[src/rtl/key_cmd_ctrl.sv]
// Front-panel key-command sequencer: classifies single-key presses as short, long
// or auto-repeat and hands them to the debugger core through a one-entry output register.
//
//  state    | meaning
//  ---------+--------------------------------------------------------------
//  IDLE     | no key down, armed for a new press
//  PRESS    | single key held, counting toward the long-press threshold
//  REPEAT   | long command issued, counting toward the next auto-repeat
//  WAIT_REL | press finished or chord seen, waiting for all keys released
module key_cmd_ctrl #(
    parameter int LONG_CYC   = 1000,
    parameter int REPEAT_CYC = 200,
    parameter int CNT_W      = 16
) (
    input  logic       clk,
    input  logic       reset,
    input  logic [3:0] sw_level,
    input  logic       cmd_ready,
    output logic       cmd_valid,
    output logic [1:0] cmd_key,
    output logic       cmd_long,
    output logic       cmd_repeat,
    output logic       overrun,
    output logic       busy
);

    typedef enum logic [1:0] {IDLE, PRESS, REPEAT, WAIT_REL} state_t;

    localparam logic [CNT_W-1:0] LONG_LAST   = CNT_W'(LONG_CYC - 1);
    localparam logic [CNT_W-1:0] REPEAT_LAST = CNT_W'(REPEAT_CYC - 1);

    state_t           state, state_nxt;
    logic [CNT_W-1:0] cnt, cnt_nxt;
    logic [1:0]       key, key_nxt;
    logic [1:0]       press_idx;
    logic             onehot, held, released;
    logic             issue, issue_long, issue_rep;

    assign onehot   = (sw_level != 4'd0) && ((sw_level & (sw_level - 4'd1)) == 4'd0);
    assign held     = (sw_level == (4'b0001 << key));
    assign released = (sw_level == 4'd0);
    assign busy     = (state != IDLE);

    always_comb begin
        press_idx = 2'd0;
        case (sw_level)
            4'b0010: press_idx = 2'd1;
            4'b0100: press_idx = 2'd2;
            4'b1000: press_idx = 2'd3;
            default: press_idx = 2'd0;
        endcase
    end

    always_comb begin
        state_nxt  = state;
        cnt_nxt    = cnt;
        key_nxt    = key;
        issue      = 1'b0;
        issue_long = 1'b0;
        issue_rep  = 1'b0;
        case (state)
            IDLE: begin
                if (onehot) begin
                    key_nxt   = press_idx;
                    cnt_nxt   = '0;
                    state_nxt = PRESS;
                end else if (!released) begin
                    state_nxt = WAIT_REL;
                end
            end
            PRESS: begin
                if (held) begin
                    if (cnt == LONG_LAST) begin
                        issue      = 1'b1;
                        issue_long = 1'b1;
                        cnt_nxt    = '0;
                        state_nxt  = REPEAT;
                    end else begin
                        cnt_nxt = cnt + CNT_W'(1);
                    end
                end else if (released) begin
                    issue     = 1'b1;
                    state_nxt = WAIT_REL;
                end else begin
                    state_nxt = WAIT_REL;
                end
            end
            REPEAT: begin
                if (held) begin
                    if (cnt == REPEAT_LAST) begin
                        issue      = 1'b1;
                        issue_long = 1'b1;
                        issue_rep  = 1'b1;
                        cnt_nxt    = '0;
                    end else begin
                        cnt_nxt = cnt + CNT_W'(1);
                    end
                end else begin
                    state_nxt = WAIT_REL;
                end
            end
            WAIT_REL: begin
                if (released) state_nxt = IDLE;
            end
            default: state_nxt = IDLE;
        endcase
    end

    always_ff @(posedge clk or posedge reset) begin
        if (reset) begin
            state <= IDLE;
            cnt   <= '0;
            key   <= 2'd0;
        end else begin
            state <= state_nxt;
            cnt   <= cnt_nxt;
            key   <= key_nxt;
        end
    end

    // The FSM never waits on the core: a command arriving while one is still
    // pending and not being taken this cycle is dropped and flagged.
    always_ff @(posedge clk or posedge reset) begin
        if (reset) begin
            cmd_valid  <= 1'b0;
            cmd_key    <= 2'd0;
            cmd_long   <= 1'b0;
            cmd_repeat <= 1'b0;
            overrun    <= 1'b0;
        end else begin
            overrun <= 1'b0;
            if (issue) begin
                if (!cmd_valid || cmd_ready) begin
                    cmd_valid  <= 1'b1;
                    cmd_key    <= key;
                    cmd_long   <= issue_long;
                    cmd_repeat <= issue_rep;
                end else begin
                    overrun <= 1'b1;
                end
            end else if (cmd_valid && cmd_ready) begin
                cmd_valid <= 1'b0;
            end
        end
    end

endmodule

[config.mk]
export PLATFORM = sky130hd
export DESIGN_NAME = key_cmd_ctrl
export DESIGN_NICKNAME = d
export VERILOG_FILES = /design/src/rtl/key_cmd_ctrl.sv
export SDC_FILE = /design/constraint.sdc
export NUM_CORES = 1
export LEC_CHECK = 0
export CAP_MARGIN = 25
export CORE_MARGIN = 2
export CORE_UTILIZATION = 30
export DETAILED_ROUTE_END_ITERATION = 16
export GPL_TIMING_DRIVEN = 0
export SLEW_MARGIN = 20
export SYNTH_ARGS = -nofsm -noshare
export SYNTH_HDL_FRONTEND = slang
export SYNTH_SLANG_ARGS = --single-unit
[constraint.sdc]
create_clock -name clk -period 2.8 [get_ports clk]
set_input_delay 0.28 -clock clk [delete_from_list [all_inputs] [get_ports clk]]
set_output_delay 0.28 -clock clk [all_outputs]
set_load 0.1 [all_outputs]
-- Yosys cells after proc, flatten, opt, wreduce, memory -nomap -nowiden
Index checks and enable logic that the tools add are counted.
Widths: inputs -> output; s select.
- flip-flop bits (word level): 26
- bits in latches: 0
- RAM bits: 0
- bits in read-only memories: 0
- logic and storage cells: 73
- memories: 0
- add/sub/neg operators: 2
- multiply operators: 0
- divide/modulo/power cells: 0
- $lt $le $gt $ge: 0
- equal/unequal tests: 17
- shift-type cells: 1
- muxes and demuxes: 28
- bitwise operators: 1
- reduce and logical (&&, ||, !) cells: 16
- operators with widths (operator ; number):
    $mux 16 ; 5
    $pmux 16 s3 ; 1
    $add 16x1->16 const B ; 1
    $eq 16x10->1 const B ; 1
    $eq 16x8->1 const B ; 1
    $mux 1 ; 12
    $mux 2 ; 6
    $ne 2x2->1 const B ; 5
    $logic_not 4->1 ; 2
    $pmux 2 s4 ; 1
    $reduce_and 4->1 ; 2
    $ne 3x3->1 const B ; 2
    $pmux 2 s3 ; 1
    $reduce_and 2->1 ; 3
    $and 4x4->4 ; 1
    $eq 2x2->1 const B ; 2
    $eq 4x2->1 const B ; 1
    $eq 4x3->1 const B ; 1
    $eq 4x4->1 ; 1
    $eq 4x4->1 const B ; 1
    $pmux 1 s2 ; 2
    $reduce_bool 2->1 ; 2
    $reduce_bool 4->1 ; 1
    $shl 1x2->4 const A ; 1
    other kinds (8) ; 9

-- Longest topological paths before layout
- depth after elaboration: 6
- mapped depth: 8
- depth with buffers taken out: 7

-- Worst setup path before layout
No wires, ideal clock.
- path type: flip-flop to flip-flop
- start: register state[0]
- end: register cnt[15]
- library setup time: 77 ps
- arrival time: 2703 ps
- path slack: 20 ps
- cell stages (with the launch flop): 8
- path buffers: 0
- period minus slack after synthesis: 2780 ps
- cell sequence: dfrtp_1 inv_1 ha_1 clkinv_1 a2111oi_4 nand3_1 or4_1 a21oi_1
- cells in the longest elaborated chain, start to end: 3
- RTL lines (what ; line ; text):
    from (decl) ; 32 ; state_t state, state_nxt;
    from (signal assigned) ; 115 ; state <= state_nxt;
    $eq 2x1->1 (tied with other cells) ; 61 ; case (state)
    $ne 2x2->1 (no line) or $reduce_bool 3->1 (tied branches) ; n/a ;
    $reduce_and 4->1 (no line) ; n/a ;
    to (signal assigned) ; 116 ; cnt <= cnt_nxt;
    to (decl) ; 33 ; logic [CNT_W-1:0] cnt, cnt_nxt;
Several ways; a longest one is shown, not always the timed one.
A chain may end at the register's enable or synchronous reset.

-- Worst setup path in the final report
- start: register state[0]
- end: register cnt[14]
The elaborated chain is that of the path after synthesis.

==> metrics.yaml <==
sta:
  fin_setup_tns_ps: 0
  period_needed_ps: 2400
  drv_slew: 0
  finalSetupViolations: 0
  fmax_mhz: 417
  relSlewSlack_pct: 34.4
  finalClockSkew_ps: 5.80
  worst_pin_slew_ps: 982
  final_hold_viol_count: 0
  rsz0062_at_grt: "no"
  fin_crit_sh_pct: 85.6
floorplanning:
  start_util_pct: 31.1
  die_area_sq_mm: 0.00679
  design.portCount: 14
  coreArea_sq_mm: 0.00592
  rows: 28
  die_x_um: 82.4
  die_h_um: 82.4
route:
  num_vias: 1585
  firstDrtPassIters: 4
  via_per_inst: 5.50
  drt_iter0_markers: 66
  wl_per_cell_um: 14.5
  wl_um: 4190
  drc: 0
  postRouteAntennaNets: 0
clock_network:
  cts.reportedPaths.clkPinSlew_ps: 90
  cts_buffer_depth: 2
  post_cts_buffers: 0
  htreeDepth: 1
  cts_made_buffers: 3
  clock_latency_ps: 270
  clock-root-buffer: "clkbuf_8"
  cts_tree: "yes"
  cts_num_sinks: 26
critical_path:
  critPathTopFamily: "compound AO/OA/AOI/OAI gates"
  cp-start-kind: "flop"
  worstSetupPathType: "flop to flop"
  worstPathRequired_ps: 2980
  worst_path_max_delay_cell: "dfrtp_1"
  cp_slowest_stage_delay_ps: 430
  reg2reg_depth: 8
  cp.depth: 8
  critPathBufInv: 3
  critPathCapture: "cnt[14]"
  startpoint: "state[0]"
  path_cells: "inv_1 -> ha_1 -> clkinv_1 -> a21o_1 -> o2bb2ai_1 -> buf_2 -> a211oi_1 -> o21ai_0"
  worstPathMaxFanout: 10
  r2r-end: "cnt[14]"
  cp.arrival_ps: 2580
  cp-end-kind: "flop"
  r2r-start: "state[0]"
  reg2reg_slack_ps: 400
yosys:
  synthArstFlopShare_pct: 100
  synth_warnings: 0
  synth-main-ff-cell: "dfrtp_1"
  yosysSeqAreaShare_pct: 35.3
  synth_edf_count: 0
  syn_area_per_cell_sq_um: 9.31
  synth_most_common_cell: "dfrtp_1"
  synth_top_cells_by_area: "dfrtp_1, ha_1, nand3_1"
  syn_inst: 198
  synth_cell_types: 61
  synth_top_area_share_pct: 35.3
  synth_nets: 210
  syn_area_sq_mm: 0.00184
  synthTopCellsByCount: "dfrtp_1, nand2_1, nand3_1"
  yosysTopAreaCell: "dfrtp_1"
  ys_ff_latch: 26
power_and_ir_drop:
  ir_worst_vdd_v: 0.000391
  swShare_pct: 48.1
  clockPowerShare_pct: 12.3
  comb_power_share_pct: 60.1
  pwr_density_cell_mw_per_mm2: 823
  power.net_switching_uw: 835
  seqPwrFrac_pct: 27.6
  p_leak_nw: 0.870
  p_int_uw: 900
grt:
  grt_pass1_wl_um: 7180
  grt_use_total_pct: 13.6
  grt-ovfl-total: 0
  grt_max_degree: 15
  antenna_found_initial: 0
  grt_pass1_vias: 1499
layout:
  drive_above_1_share_pct: 14.1
  fin_util_pct: 35.6
  area_growth_pct: 14.2
  nets: 227
  diodes: 0
placement:
  dp.final_hpwl_um: 3210
  routabilityCongestion: 0.795
  portBuffers: 11
job:
  cap_viol_max_count: 0
run_status:
  outcome: "completed"
hold_path:
  min_path_type: "input port to asynchronous set/reset pin"
[worst min-delay path by stage]
| stage | startpoint | end | slack, ps | cells after the start |
|---|---|---|---|---|
| 6_report | reset | cnt[5] | 350 | 2 |
| 5_1_grt | sw_level[3] | key[1] | 370 | 3 |
| 4_1_cts | sw_level[3] | key[1] | 360 | 3 |
| 3_5_place_dp | cmd_repeat | cmd_repeat | 480 | 1 |
| 3_3_place_gp | cmd_repeat | cmd_repeat | 480 | 1 |
| 2_1_floorplan | reset | cmd_key[0] | 320 | 1 |
[sequential cells by signal (all words and copies together) (netlist names)]
name	flops
key	2
cmd_key	2
cmd_repeat	1
cmd_long	1
cnt	16
overrun	1
cmd_valid	1
state	2
[worst reg2reg max path: stages, from the launching register on]
cell and delay [ps]:
dfrtp_1 430, inv_1 100, ha_1 250, clkinv_1 270, a21o_1 260, o2bb2ai_1 430, buf_2 320, a211oi_1 70
o21ai_0 180
[final cells by class]
cell class / instances / area, sq um
Tap cell: 75 / 93.8
Clock buffer: 3 / 41.3
Multi-Input combinational cell: 149 / 1070
Inverter: 12 / 45.0
Sequential cell: 26 / 651
Fill cell: 608 / 3810
Timing Repair Buffer: 12 / 128
Buffer: 11 / 75.1
[layer usage]
metal / track usage (%) / vias to the layer above / share of wire [%]
met5: 0 / - / 0
met4: 4.17 / 0 / 0.69
met3: 2.61 / 2 / 4.6
met2: 22.7 / 34 / 48
met1: 17.8 / 763 / 47
li1: - / 786 / -
[power by group through the flow]
| stage | clock [mW] | sequential, mW | combinational (mW) |
|---|---|---|---|
| floorplan | 0 | 0.562 | 0.733 |
| global route | 0.239 | 0.486 | 1.15 |
| finish | 0.213 | 0.478 | 1.04 |
| global placement | 0 | 0.484 | 1.05 |
| CTS | 0.227 | 0.479 | 1.05 |
| detailed placement | 0 | 0.487 | 1.05 |
[cells in the final DEF (no fill, tap or decap), types with 2 or more instances in the layout]
cell / netlist / routed
o2bb2ai_1: 4 / 4
and2_1: 4 / 4
nor3b_1: 2 / 2
a22o_1: 4 / 4
inv_1: 11 / 11
or4_1: 4 / 4
a211o_1: 3 / 3
a21oi_1: 6 / 6
nor2_1: 11 / 11
and3_1: 6 / 6
buf_4: 3 / 3
nand2b_1: 2 / 2
buf_6: 2 / 2
nor4_1: 2 / 2
mux2_2: 4 / 4
and4_1: 3 / 3
dfrtp_1: 26 / 26
xor2_1: 2 / 2
a211oi_1: 4 / 4
nand3_1: 12 / 12
clkdlybuf4s50_1: 0 / 10
o21ai_0: 10 / 10
a221oi_1: 2 / 2
nand2_1: 15 / 15
ha_1: 5 / 5
clkbuf_8: 0 / 3
buf_2: 5 / 5
nor3_1: 4 / 4
o31ai_1: 8 / 8
[stage by stage]
stage	worst slack [ps]	hold slack [ps]	cell area [sq um]	power, mW	std cells
2_1_floorplan	19.7	320	1840	1.29	198
3_3_place_gp	364	479	2050	1.53	284
6_report	404	352	2110	1.73	288
5_1_grt	113	374	2110	1.88	288
4_1_cts	108	357	2100	1.76	288
3_5_place_dp	390	483	2060	1.53	285
[what timing repair did]
action | in CTS | in global routing
resized for setup | 0 | 1
endpoints found under the setup margin | 0 | 1
hold buffers | 0 | 0
endpoints found under the hold margin | 0 | 0
[logic make-up (layout without fill, tap and decap cells)]
logic type,Yosys count,count (layout),share of synthesized area (%)
muxes,5,5,2.98
xor gates and xnor gates,3,3,1.42
DFF,26,26,35.3
and+or+nand+nor,77,77,25.3
adders and majority gates,5,5,3.39
buffers and inverters,23,38,6.51
AOI/OAI and AO/OA,59,59,25.1
Power figures use the tool's default switching activity.
